**src/rtl/product_accumulator_pkg.sv**
```systemverilog
// Shared definitions for the product accumulator slice: the controller state
// type, default widths and the burst-length decode helper.
package acc_pkg;

  typedef enum logic {
    ACCUM = 1'b0,
    DONE  = 1'b1
  } acc_state_t;

  localparam int PROD_W_D = 8;
  localparam int ACC_W_D  = 16;
  localparam int CNT_W_D  = 4;

  // A length code of zero stands for the largest burst the counter can hold.
  function automatic int unsigned len_decode(input int unsigned len_code,
                                             input int unsigned cnt_w);
    return (len_code == 0) ? (32'd1 << cnt_w) : len_code;
  endfunction

endpackage

```
**src/rtl/product_accumulator_if.sv**
```systemverilog
// Bundle of the product input handshake and the result output handshake.
// The slave view belongs to the accumulator, the master view to whatever
// drives products in and drains results out.
interface product_accumulator_if
  import acc_pkg::*;
#(
  parameter int PROD_W = PROD_W_D,
  parameter int ACC_W  = ACC_W_D,
  parameter int CNT_W  = CNT_W_D
);

  logic              in_valid;
  logic              in_ready;
  logic [PROD_W-1:0] in_prod;
  logic [CNT_W-1:0]  burst_len;
  logic              out_valid;
  logic              out_ready;
  logic [ACC_W-1:0]  out_sum;
  logic [CNT_W:0]    out_count;
  logic              out_ovf;

  modport slave (
    input  in_valid, in_prod, burst_len, out_ready,
    output in_ready, out_valid, out_sum, out_count, out_ovf
  );

  modport master (
    output in_valid, in_prod, burst_len, out_ready,
    input  in_ready, out_valid, out_sum, out_count, out_ovf
  );

endinterface

```
**src/rtl/product_accumulator_sat_adder.sv**
```systemverilog
// Accumulator adder: adds a zero-extended product to the running sum and
// reports the carry-out. With SATURATE_EN defined the sum clamps to all ones
// on carry-out; otherwise it wraps.
module sat_adder
  import acc_pkg::*;
#(
  parameter int ACC_W  = ACC_W_D,
  parameter int PROD_W = PROD_W_D
) (
  input  logic [ACC_W-1:0]  a,
  input  logic [PROD_W-1:0] b,
  output logic [ACC_W-1:0]  sum,
  output logic              carry
);

  logic [ACC_W:0] wide;

  // One extra bit of headroom captures the carry-out.
  assign wide  = {1'b0, a} + (ACC_W+1)'(b);
  assign carry = wide[ACC_W];

`ifdef SATURATE_EN
  // Clamp: once the sum pins at all ones, any further nonzero add carries
  // again, so it stays pinned for the rest of the burst.
  assign sum = carry ? {ACC_W{1'b1}} : wide[ACC_W-1:0];
`else
  // Wrap modulo 2^ACC_W.
  assign sum = wide[ACC_W-1:0];
`endif

endmodule

```
**src/rtl/product_accumulator.sv**
```systemverilog
// Burst accumulator behind the 4x4 array multiplier. Sums burst_len products
// (0 meaning 2^CNT_W) and hands the total, beat count and sticky overflow out
// on a registered valid/ready port. Overflow handling follows the sat_adder
// build: wrap by default, clamp when SATURATE_EN is defined.
module product_accumulator
  import acc_pkg::*;
#(
  parameter int PROD_W = PROD_W_D,
  parameter int ACC_W  = ACC_W_D,
  parameter int CNT_W  = CNT_W_D
) (
  input logic                clk,
  input logic                rst,
  product_accumulator_if.slave bus
);

  acc_state_t       state;
  logic [ACC_W-1:0] acc;
  logic [CNT_W:0]   cnt;
  logic [CNT_W:0]   len;
  logic             ovf;

  logic             out_valid_q;
  logic [ACC_W-1:0] out_sum_q;
  logic [CNT_W:0]   out_count_q;
  logic             out_ovf_q;

  logic [ACC_W-1:0] add_sum;
  logic             add_carry;
  logic             first_beat;
  logic             beat_take;
  logic             last_beat;
  logic             ovf_next;
  logic [CNT_W:0]   eff_len;
  logic [CNT_W:0]   cnt_inc;

  sat_adder #(
    .ACC_W  (ACC_W),
    .PROD_W (PROD_W)
  ) u_add (
    .a     (acc),
    .b     (bus.in_prod),
    .sum   (add_sum),
    .carry (add_carry)
  );

  // The length is taken from the port on the first beat and from the latch
  // afterwards, so mid-burst changes to burst_len are ignored.
  assign first_beat = (cnt == '0);
  assign eff_len    = first_beat ?
                      (CNT_W+1)'(len_decode(32'(bus.burst_len), CNT_W)) : len;
  assign cnt_inc    = cnt + (CNT_W+1)'(1);
  assign beat_take  = (state == ACCUM) && bus.in_valid;
  assign last_beat  = (cnt_inc == eff_len);
  assign ovf_next   = ovf | add_carry;

  assign bus.in_ready  = (state == ACCUM);
  assign bus.out_valid = out_valid_q;
  assign bus.out_sum   = out_sum_q;
  assign bus.out_count = out_count_q;
  assign bus.out_ovf   = out_ovf_q;

  // Controller: accumulate beats in ACCUM, hold the result in DONE until taken.
  always_ff @(posedge clk) begin
    if (rst) begin
      state       <= ACCUM;
      acc         <= '0;
      cnt         <= '0;
      len         <= '0;
      ovf         <= 1'b0;
      out_valid_q <= 1'b0;
      out_sum_q   <= '0;
      out_count_q <= '0;
      out_ovf_q   <= 1'b0;
    end else begin
      case (state)
        ACCUM: begin
          if (beat_take) begin
            if (first_beat) len <= eff_len;
            acc <= add_sum;
            cnt <= cnt_inc;
            ovf <= ovf_next;
            if (last_beat) begin
              state       <= DONE;
              out_valid_q <= 1'b1;
              out_sum_q   <= add_sum;
              out_count_q <= cnt_inc;
              out_ovf_q   <= ovf_next;
            end
          end
        end
        DONE: begin
          if (bus.out_ready) begin
            state       <= ACCUM;
            out_valid_q <= 1'b0;
            acc         <= '0;
            cnt         <= '0;
            ovf         <= 1'b0;
          end
        end
        default: state <= ACCUM;
      endcase
    end
  end

endmodule

```
**src/flat_wrapper.sv**
```systemverilog
// flat-port wrapper written by rule: the top's interface ports become plain ports
module product_accumulator_flat import acc_pkg::*;
#(
  parameter int PROD_W = PROD_W_D,
  parameter int ACC_W  = ACC_W_D,
  parameter int CNT_W  = CNT_W_D
)
  (clk, rst, bus_in_valid, bus_in_prod, bus_burst_len, bus_out_ready, bus_in_ready, bus_out_valid, bus_out_sum, bus_out_count, bus_out_ovf);
  product_accumulator_if #(.PROD_W(PROD_W), .ACC_W(ACC_W), .CNT_W(CNT_W)) bus_i ();
  input logic clk;
  input logic rst;
  input wire logic [$bits(bus_i.in_valid)-1:0] bus_in_valid;
  input wire logic [$bits(bus_i.in_prod)-1:0] bus_in_prod;
  input wire logic [$bits(bus_i.burst_len)-1:0] bus_burst_len;
  input wire logic [$bits(bus_i.out_ready)-1:0] bus_out_ready;
  output wire logic [$bits(bus_i.in_ready)-1:0] bus_in_ready;
  output wire logic [$bits(bus_i.out_valid)-1:0] bus_out_valid;
  output wire logic [$bits(bus_i.out_sum)-1:0] bus_out_sum;
  output wire logic [$bits(bus_i.out_count)-1:0] bus_out_count;
  output wire logic [$bits(bus_i.out_ovf)-1:0] bus_out_ovf;
  assign bus_i.in_valid = bus_in_valid;
  assign bus_i.in_prod = bus_in_prod;
  assign bus_i.burst_len = bus_burst_len;
  assign bus_i.out_ready = bus_out_ready;
  assign bus_in_ready = bus_i.in_ready;
  assign bus_out_valid = bus_i.out_valid;
  assign bus_out_sum = bus_i.out_sum;
  assign bus_out_count = bus_i.out_count;
  assign bus_out_ovf = bus_i.out_ovf;
  product_accumulator #(.PROD_W(PROD_W), .ACC_W(ACC_W), .CNT_W(CNT_W)) u_core (.clk(clk), .rst(rst), .bus(bus_i));
endmodule
```
**config.mk**
```make
export PLATFORM = sky130hd
export DESIGN_NAME = product_accumulator_flat
export DESIGN_NICKNAME = d
export VERILOG_FILES = /design/src/rtl/product_accumulator_pkg.sv /design/src/rtl/product_accumulator_if.sv /design/src/rtl/product_accumulator_sat_adder.sv /design/src/rtl/product_accumulator.sv /design/src/flat_wrapper.sv
export SDC_FILE = /design/constraint.sdc
export NUM_CORES = 1
export LEC_CHECK = 0
export ABC_AREA = 1
export CAP_MARGIN = 20
export CORE_ASPECT_RATIO = 1.1
export CORE_UTILIZATION = 35
export DETAILED_ROUTE_END_ITERATION = 8
export SYNTH_ARGS = -nofsm -noshare
export SYNTH_HDL_FRONTEND = slang
export SYNTH_SLANG_ARGS = --single-unit
```
**constraint.sdc**
```tcl
create_clock -name clk -period 2.13 [get_ports clk]
set_clock_uncertainty 0.15 [all_clocks]
set_input_delay 0.3195 -clock clk [delete_from_list [all_inputs] [get_ports clk]]
set_output_delay 0.3195 -clock clk [all_outputs]
set_load 0.05 [all_outputs]
```
==> impl_metrics.yaml, run 1 <==
critical_path:
  path_cells: "inv_4 -> ha_4 -> inv_2 -> nor2_4 -> nand2_4 -> nand2_2 -> nand3_2 -> nand2_2 -> nand2_1 -> nor2_2 -> nand3_4 -> clkbuf_16 -> nand2_1 -> nand2_1 -> nor2_1"
  cp_slowest_cell: "dfxtp_4"
  arrival_ns: 2.25
  critical_path.most_common_cell: "nand2_1"
  critPathKind: "register to register"
  critPathLaunchType: "register"
  cp.required_ns: 2.23
  path_delay_family: "simple AND/OR/NAND/NOR gates"
  cpPeakStageDelay_ns: 0.38
  cp_max_fo: 8
  critical_path_buf_inv_count: 3
  critPathCaptureType: "register"
clocking:
  cts_made_buffers: 5
  clk_latency_ns: 0.31
  cts_tree: "built"
  clockBufferDepth: 2
  cts_sinks: 51
  cts_root_buffer: "clkbuf_8"
  htree_levels: 2
  cts_hold_repair.buffers: 0
  cts.clk_slew.worst_paths_ns: 0.10
yosys:
  synth_area_leader_cell: "dfxtp_1"
  synth_area_per_cell_um2: 6.25
  syn_area_um2: 3080
  synth-main-ff-cell: "dfxtp_1"
  synth-seq-cells: 51
  synth-edff-count: 0
  seq_area_frac_synth: 0.332
  synth_top_area_share: 0.332
  synth_cell_types: 32
  synth_area_leaders: "dfxtp_1, nand2_1, inv_1, nand3_1, nor2_1"
  yosysWarnings: 0
  synth-async-reset-ratio: 0
  syn-num-nets: 520
  synthesis.instances: 493
floorplanning:
  initial_core_util: 0.364
  io-pin-count: 40
  die_y_um: 100
  die_w_um: 91.4
  dieArea_um2: 9180
  core_um2: 8450
  rows: 35
cells_and_area:
  n_antenna_cell: 0
  final_cells: 678
  synthToLayoutAreaGrowth_pct: 37.8
  drive_above_1_share: 0.210
  layout.nets: 594
pwr:
  power_w: 0.00270
  p_int_w: 0.00175
  p_sw_frac: 0.351
  irDropWorstVdd_mv: 0.252
  power_switching_w: 0.000947
  clkPwrFrac: 0.254
  power_density_nw_per_um2: 637
  comb_power_share: 0.354
  p_seq_frac: 0.392
  leakage_nw: 1.93
outcome:
  status: "complete, but fails checks"
  violations: "negative setup slack"
detailed_routing:
  drt_iter0_drc: 140
  viasPerCell: 4.69
  vias: 3180
  drtAntennaViolNets: 0
  firstDrtPassIters: 4
  wl_per_cell_um: 12.2
  drc: 0
  wl_um: 8280
sta:
  rsz0062_at_grt: "yes"
  fin_crit_sh: 1.01
  layout_setup_ws_ns: -0.0229
  max_freq_mhz: 464
  fin_crit_ns: 2.15
  whs_ns: 0.317
  final_max_slew_viol_count: 0
  hold_violations: 0
  tightest_slew_ns: 0.494
  setup_viol: 3
  max-slew-margin-rel: 0.670
worst_hold_path:
  min_path_type: "register to register"
placed_design:
  io_buffers: 39
  dp.final_hpwl_um: 5700
  finalWeightedCongestion: 0.854
  dp.cells: 663
  place_ws_ns: -0.396
global_routing:
  grt_antenna_before_repair: 0
  globalRouteOverflowTotal: 0
  grt_max_degree: 33
  grt_util_all_layers: 0.177
  grt_pass1_wl_um: 13200
  grt_pass1_vias: 2842
flow_run:
  maxCapViolations: 0
sequential cells by signal, summed over array words and instances (netlist names):
register	flops
u_core.bus.out_ovf	1
u_core.len	5
u_core.ovf	1
u_core.bus.out_valid	1
u_core.state	1
u_core.bus.out_count	5
u_core.bus.out_sum	16
u_core.acc	16
u_core.cnt	5
area by class of cell:
cell class / instances / area, um2
clock buffers: 5 / 68.8
clock inverters: 2 / 37.5
fillers: 845 / 4210
inverters: 84 / 318
multi-input cells: 345 / 1880
flip-flops and latches: 51 / 1030
well taps: 111 / 139
repair buffers: 80 / 774
through the flow:
stage / area [um2] / utilization / TNS [ns]
finish: 4240 / 0.502 / -0.0462
global route: 4240 / 0.502 / -2.58
CTS: 3960 / 0.468 / 0
detailed placement: 3820 / 0.452 / -6.04
global placement: 3820 / 0.452 / -5.51
floorplan: 3080 / - / 0
repair_timing:
action	4_1_cts	5_1_grt
pin swaps	4	25
gates resized for setup	6	65
buffers inserted	2	2
gates cloned	0	4
setup endpoints to repair	25	30
worst register-to-register path, stage by stage (launching register included):
cell	delay (ns)
dfxtp_4	0.38
inv_4	0.07
ha_4	0.14
inv_2	0.04
nor2_4	0.18
nand2_4	0.11
nand2_2	0.11
nand3_2	0.07
nand2_2	0.08
nand2_1	0.06
nor2_2	0.16
nand3_4	0.16
clkbuf_16	0.21
nand2_1	0.06
nand2_1	0.05
nor2_1	0.09
kinds of logic after synthesis:
logic type / after synthesis / synth area share
and+or+nand+nor: 284 / 0.397
xor gates and xnor gates: 7 / 0.0199
buffers and inverters: 98 / 0.130
AOI/OAI and AO/OA: 42 / 0.0744
adders and majority gates: 11 / 0.0471
DFF: 51 / 0.332
cell usage after synthesis (4+ instances only):
master and count:
nor2_1 49, dfxtp_1 51, nor3_1 4, o21ai_0 9, ha_1 10, clkbuf_1 7
xor2_1 4, nand3_1 56, a21oi_1 27, buf_6 4, nand2_1 156, inv_1 78
inv_2 4, nand4_1 5
power groups by stage:
stage | registers (W) | logic [W] | clock network (W)
after floorplan | 0.00117 | 0.000440 | 0
after global placement | 0.00108 | 0.000817 | 0
after detailed placement | 0.00108 | 0.000823 | 0
after CTS | 0.00106 | 0.000841 | 0.000699
after global routing | 0.00107 | 0.00105 | 0.000734
final | 0.00106 | 0.000957 | 0.000685
layer usage:
layer | part of all wire | routed length [um] | track usage | vias up
li1 | - | - | - | 1675
met1 | 0.49 | 4040 | 0.251 | 1426
met2 | 0.46 | 3840 | 0.282 | 74
met3 | 0.038 | 317 | 0.0182 | 5
met4 | 0.0093 | 77 | 0.0537 | 0
met5 | 0 | 0 | 0 | -
final timing paths:
path,end,slack [ns],depth (start not counted),startpoint
setup reg to reg,u_core.bus.out_sum[0],-0.02,15,u_core.cnt[0]
hold / removal,u_core.len[4],0.32,2,u_core.len[4]
setup / recovery,u_core.bus.out_sum[0],-0.02,15,u_core.cnt[0]
hold reg to reg,u_core.len[4],0.32,2,u_core.len[4]
cell usage in the layout, fill, tap and decap left out, types with 2 or more instances in the layout:
master,count
nand3_2,7
nor2_2,3
nor3_1,4
ha_2,4
nand2_2,22
xor2_1,3
xnor2_1,2
nand3_1,49
nand2_4,9
dfxtp_1,49
o21ai_0,8
clkinv_1,2
nand2_1,130
nand4_1,5
clkbuf_8,5
nor2_4,4
inv_1,72
ha_1,5
buf_12,3
inv_2,9
a21oi_1,26
or2_2,3
o32ai_1,2
nor2_1,44
clkbuf_16,2
nand3b_1,2
clkdlybuf4s50_1,39
buf_4,35
Power figures use the tool's default switching activity.
==> run 2: changes to the inputs <==
--- a/config.mk
+++ b/config.mk
@@ -10,6 +10,7 @@
 export CORE_ASPECT_RATIO = 1.1
 export CORE_UTILIZATION = 35
 export DETAILED_ROUTE_END_ITERATION = 8
+export PLACE_DENSITY = 0.59
 export SYNTH_ARGS = -nofsm -noshare
 export SYNTH_HDL_FRONTEND = slang
 export SYNTH_SLANG_ARGS = --single-unit
==> constraint.sdc (replaced) <==
create_clock -name clk -period 2.13 [get_ports clk]
set_clock_uncertainty 0.15 [all_clocks]
set_input_delay 0.426 -clock clk [delete_from_list [all_inputs] [get_ports clk]]
set_output_delay 0.426 -clock clk [all_outputs]
set_load 0.05 [all_outputs]
==> impl_metrics.yaml, run 2 (synthesis results as in run 1) <==
outcome:
  status: "complete, but fails checks"
  violations: "negative setup slack"
sta:
  fin_crit_ns: 2.13
  max_freq_mhz: 469
  hold_violations: 0
  setup_viol: 1
  layout_setup_ws_ns: -0.000379
  final_max_slew_viol_count: 0
  max-slew-margin-rel: 0.663
  whs_ns: 0.322
  fin_crit_sh: 1.00
  rsz0062_at_grt: "yes"
  tightest_slew_ns: 0.505
critical_path:
  crit_start: "u_core.cnt[0]"
  path_cells: "inv_4 -> ha_4 -> inv_4 -> nor2_4 -> nand2_4 -> nand2_2 -> nand3_2 -> nand2_2 -> nand2_2 -> nor2_4 -> nand3_4 -> buf_12 -> nor2_1 -> nor2_1"
  arrival_ns: 2.18
  r2r-start: "u_core.cnt[0]"
  critical_path.most_common_cell: "nand2_2"
  cpPeakStageDelay_ns: 0.38
  path_delay_family: "simple AND/OR/NAND/NOR gates"
  cp.required_ns: 2.18
  r2r_cells: 14
  critPathLaunchType: "register"
  cp_max_fo: 8
  r2r_end: "u_core.bus.out_sum[3]"
  r2r_slack_ns: -0.0004
  cp-endpoint: "u_core.bus.out_sum[3]"
  critPathKind: "register to register"
  critical_path_buf_inv_count: 3
  cp.depth: 14
  cp_slowest_cell: "dfxtp_4"
  critPathCaptureType: "register"
detailed_routing:
  firstDrtPassIters: 5
  wl_um: 8470
  viasPerCell: 4.71
  drc: 0
  vias: 3238
  wl_per_cell_um: 12.3
  drtAntennaViolNets: 0
  drt_iter0_drc: 147
pwr:
  leakage_nw: 2.00
  power_density_nw_per_um2: 608
  irDropWorstVdd_mv: 0.260
clocking:
  cts.clk_slew.worst_paths_ns: 0.10
  cts_tree: "built"
  clockBufferDepth: 2
  htree_levels: 2
  clk_latency_ns: 0.30
  cts_sinks: 51
  cts_root_buffer: "clkbuf_8"
  cts_made_buffers: 5
cells_and_area:
  layout.nets: 603
  synthToLayoutAreaGrowth_pct: 44.7
  layout_commonest_cell: "nand2_1"
  drive_above_1_share: 0.258
  mostFrequentLayoutCells: "nand2_1, inv_1, dfxtp_1"
  fillers: 815
  final_cells: 688
  design_area_um2: 4460
  n_antenna_cell: 0
global_routing:
  globalRouteOverflowTotal: 0
  grt_max_degree: 33
  grt_antenna_before_repair: 0
  grt_pass1_wl_um: 13200
  grt_util_all_layers: 0.177
  grt_pass1_vias: 2862
floorplanning:
  rows: 35
  io-pin-count: 40
  dieArea_um2: 9180
  die_y_um: 100
  die_w_um: 91.4
  core_um2: 8450
  initial_core_util: 0.364
flow_run:
  maxCapViolations: 0
worst_hold_path:
  min_path_type: "register to register"
placed_design:
  place_area_um2: 3820
  io_buffers: 39
  finalWeightedCongestion: 0.832
  dp.cells: 664
  dp.final_hpwl_um: 5730
-- run 2: cell types whose count changed in the layout (fill, tap and decap cells not counted), moves of 4 or more --
cell and change:
nand2_2 +8, nand3_1 -8, nand3_2 +7, buf_4 +5, ha_4 +5, nand2_1 -5, clkdlybuf4s50_1 -4, nor2_2 +4
-- run 2: repair_timing --
action | 4_1_cts | 5_1_grt
pin swaps | 11 | 26
resized for setup | 13 | 87
hold buffers | 0 | 0
endpoints found under the setup margin | 16 | 38
setup buffers | 3 | 7
cloned | 2 | 4
-- run 2: report_power, final --
group | total (W) | internal [W] | switching, W
clock network | 0.000568 | 0.000231 | 0.000337
registers | 0.00106 | 0.00102 | 0.0000459
logic | 0.00108 | 0.000471 | 0.000608
-- run 2: layout make-up --
class	count	area [um2]	share of cell area
Multi-Input combinational cell	346	2020	0.454
Sequential cell	51	1020	0.230
Timing Repair Buffer	88	866	0.194
Inverter	84	320	0.0719
Tap cell	111	139	0.0312
Clock buffer	6	72.6	0.0163
Clock inverter	2	12.5	0.00281
-- run 2: how the worst min path moves through the flow --
| stage | start | endpoint | cells past startpoint |
|---|---|---|---|
| floorplan | u_core.len[3] | u_core.len[3] | 2 |
| global placement | u_core.acc[0] | u_core.acc[0] | 2 |
| detailed placement | u_core.bus.out_valid | u_core.bus.out_valid | 2 |
| CTS | u_core.bus.out_valid | u_core.bus.out_valid | 2 |
| global route | u_core.acc[0] | u_core.acc[0] | 2 |
| finish | u_core.bus.out_valid | u_core.bus.out_valid | 2 |
-- run 2: metal layers --
metal / share of wire / vias up / GRT usage / routed length (um)
li1: - / 1690 / - / -
met1: 0.49 / 1485 / 0.248 / 4150
met2: 0.47 / 57 / 0.288 / 3950
met3: 0.034 / 6 / 0.0220 / 286
met4: 0.010 / 0 / 0.0488 / 87
met5: 0 / - / 0 / 0
-- run 2: worst min-delay path, stage by stage (launching register included) --
cell and delay [ns]:
dfxtp_1 0.33, inv_1 0.06, a21oi_2 0.05
-- run 2: metrics by stage --
step             TNS, ns   util  worst slack [ns]  power (W)
3_5_place_dp      -10.28  0.453            -0.514    0.00191
4_1_cts                0  0.470            0.0102    0.00252
2_1_floorplan          0      -            0.0657    0.00161
5_1_grt            -2.49  0.527            -0.120    0.00288
3_3_place_gp       -9.27  0.453            -0.471    0.00190
6_report       -0.000379  0.527         -0.000379    0.00271
==> run 3: changes to the inputs <==
--- a/config.mk
+++ b/config.mk
@@ -13,4 +13,5 @@
 export PLACE_DENSITY = 0.59
 export SYNTH_ARGS = -nofsm -noshare
 export SYNTH_HDL_FRONTEND = slang
+export SYNTH_HIERARCHICAL = 1
 export SYNTH_SLANG_ARGS = --single-unit
==> impl_metrics.yaml, run 3 <==
sta:
  max-slew-margin-rel: 0.637
  setup_viol: 0
  final_max_slew_viol_count: 0
  hold_violations: 0
  tightest_slew_ns: 0.543
  layout_setup_ws_ns: 0.00304
  rsz0062_at_grt: "yes"
  max_freq_mhz: 470
  fin_crit_ns: 2.13
  fin_crit_sh: 0.999
detailed_routing:
  drc: 0
  drtAntennaViolNets: 0
  drt_iter0_drc: 181
  wl_um: 7980
  firstDrtPassIters: 4
  wl_per_cell_um: 12.3
  vias: 3082
  viasPerCell: 4.76
critical_path:
  r2r_end: "u_core/bus.out_count[3]"
  critPathKind: "register to register"
  cpPeakStageDelay_ns: 0.38
  path_cells: "inv_4 -> ha_4 -> inv_2 -> nor2_4 -> nand2_4 -> or2_4 -> nand2_2 -> nand2_2 -> nand2_4 -> nand2_4 -> nor2_8 -> clkbuf_16 -> nor2_2 -> nor2_1"
  cp_max_fo: 7
  r2r_cells: 14
  critical_path_buf_inv_count: 3
  r2r-start: "u_core/cnt[0]"
  critPathCaptureType: "register"
  r2r_slack_ns: 0.003
  arrival_ns: 2.21
  critPathLaunchType: "register"
  cp.required_ns: 2.22
  critical_path.most_common_cell: "nand2_4"
  cp_slowest_cell: "dfxtp_4"
  path_delay_family: "simple AND/OR/NAND/NOR gates"
pwr:
  power_density_nw_per_um2: 642
  power_switching_w: 0.000925
  p_sw_frac: 0.343
  power_w: 0.00270
  leakage_nw: 1.95
  irDropWorstVdd_mv: 0.318
  comb_power_share: 0.358
  clkPwrFrac: 0.247
  p_int_w: 0.00177
  p_seq_frac: 0.394
clocking:
  htree_levels: 2
  cts.clk_slew.worst_paths_ns: 0.10
  clockBufferDepth: 2
  cts_sinks: 51
  cts_made_buffers: 5
  cts_tree: "built"
  cts_root_buffer: "clkbuf_8"
  clk_latency_ns: 0.31
cells_and_area:
  layout_commonest_cell: "nand2_1"
  layout.nets: 564
  synthToLayoutAreaGrowth_pct: 38.8
  mostFrequentLayoutCells: "nand2_1, inv_1, nor2_1"
  n_antenna_cell: 0
  fin_util: 0.502
  drive_above_1_share: 0.218
global_routing:
  global_route.usage.met2: 0.291
  globalRouteOverflowTotal: 0
  grt_max_degree: 27
  grtUsageMet3: 0.0229
  grt_antenna_before_repair: 0
  gr-usage-met1: 0.248
  grt_util_all_layers: 0.177
  grt_pass1_vias: 2960
  grt.busiest_layer: "met2"
  grt_pass1_wl_um: 13300
yosys:
  synth-async-reset-ratio: 0
  synth_area_leader_cell: "dfxtp_1"
  syn_area_um2: 3030
  synthesis.instances: 468
  yosysWarnings: 6
  synth_area_per_cell_um2: 6.46
  synth_top_area_share: 0.337
  synth-seq-cells: 51
  synth_area_leaders: "dfxtp_1, nand2_1, nor2_1, inv_1, nand4_1"
  synth_cell_types: 30
  seq_area_frac_synth: 0.337
  synth-main-ff-cell: "dfxtp_1"
  synth-edff-count: 0
  yosys-top-cells-count: "nand2_1, nor2_1, inv_1"
  syn-num-nets: 495
  yosysMostFrequentCell: "nand2_1"
floorplanning:
  core_um2: 8360
  dieArea_um2: 9020
  io-pin-count: 40
  rows: 35
  die_w_um: 90.6
  die_y_um: 99.5
  initial_core_util: 0.362
placed_design:
  place_ws_ns: -0.465
  io_buffers: 39
  dp.final_hpwl_um: 5590
  finalWeightedCongestion: 0.865
worst_hold_path:
  holdCritStartpoint: "u_core/acc[3]"
  worst_hold_path.num_cells: 2
  whs_endpoint: "u_core/acc[3]"
  min_path_type: "register to register"
outcome:
  status: "finished, final reports clean"
flow_run:
  maxCapViolations: 0
## run 3: cell types whose count changed in the layout (fill, tap and decap cells not counted), moves of 6 or more
cell | previous run | this run
inv_1 | 72 | 49
xor2_1 | 2 | 8
nand2_1 | 125 | 136
nand3_2 | 14 | 2
nor2_2 | 7 | 16
nand2_2 | 30 | 11
buf_4 | 40 | 33
nor2_1 | 41 | 49
nand3_1 | 41 | 23
nand4_1 | 5 | 27
## run 3: power groups by stage
stage,clock (W),sequential (W),combinational [W]
3_3_place_gp,0,0.00107,0.000816
3_5_place_dp,0,0.00107,0.000824
5_1_grt,0.000733,0.00107,0.00106
2_1_floorplan,0,0.00115,0.000458
6_report,0.000667,0.00106,0.000967
4_1_cts,0.000700,0.00105,0.000836
## run 3: area by class of cell
class	count	area, um2
Fill cell	848	4170
Multi-Input combinational cell	341	1890
Sequential cell	51	1030
Timing Repair Buffer	81	812
Inverter	57	219
Tap cell	111	139
Clock buffer	5	68.8
Clock inverter	2	37.5
## run 3: logic make-up (layout without fill, tap and decap cells)
logic type      after synthesis  in the layout  share of synthesized area
xor+xnor                      8              8                     0.0232
compound gates               36             36                     0.0612
flops                        51             51                      0.337
simple gates                286            286                      0.425
fa+ha+maj                    11             11                     0.0480
buf+inv                      76            145                      0.105
## run 3: timing repair
| item | CTS | global route |
|---|---|---|
| endpoints found under the hold margin | 0 | 0 |
| pin swaps | 6 | 33 |
| endpoints found under the setup margin | 21 | 30 |
| gates resized for setup | 7 | 68 |
| buffers inserted | 1 | 6 |
| hold buffers | 0 | 0 |
| gates cloned | 0 | 3 |
## run 3: per-stage QoR
stage          TNS (ns)  instance area [um2]  hold WS, ns  std cells
2_1_floorplan         0                 3030        0.280        468
3_3_place_gp      -8.03                 3730        0.298        631
3_5_place_dp      -8.76                 3730        0.305        631
4_1_cts               0                 3850        0.317        639
5_1_grt           -1.42                 4200        0.358        648
6_report              0                 4200        0.322        648
## run 3: how the worst max path moves through the flow
| stage | from | cells past startpoint | slack, ns | to |
|---|---|---|---|---|
| floorplan | bus_in_prod[0] | 12 | 0.05 | u_core/bus.out_sum[8] |
| global placement | bus_in_prod[0] | 13 | -0.45 | u_core/bus.out_sum[8] |
| detailed placement | bus_in_prod[0] | 13 | -0.47 | u_core/bus.out_sum[8] |
| CTS | bus_in_prod[6] | 14 | 0.03 | u_core/bus.out_sum[15] |
| global route | u_core/cnt[0] | 14 | -0.1 | u_core/bus.out_count[3] |
| finish | u_core/cnt[0] | 14 | 0.003 | u_core/bus.out_count[3] |
## run 3: tightest hold or removal path, delay by kind of cell (launching register included)
| kind | cells | cell delay, ns |
|---|---|---|
| simple gates | 1 | 0.06 |
| compound gates | 1 | 0.05 |
| flops | 1 | 0.32 |
## run 3: layer usage
layer	part of all wire	up-vias
li1	-	1613
met2	0.48	66
met1	0.48	1401
met5	0	-
met4	0.0036	0
met3	0.042	2
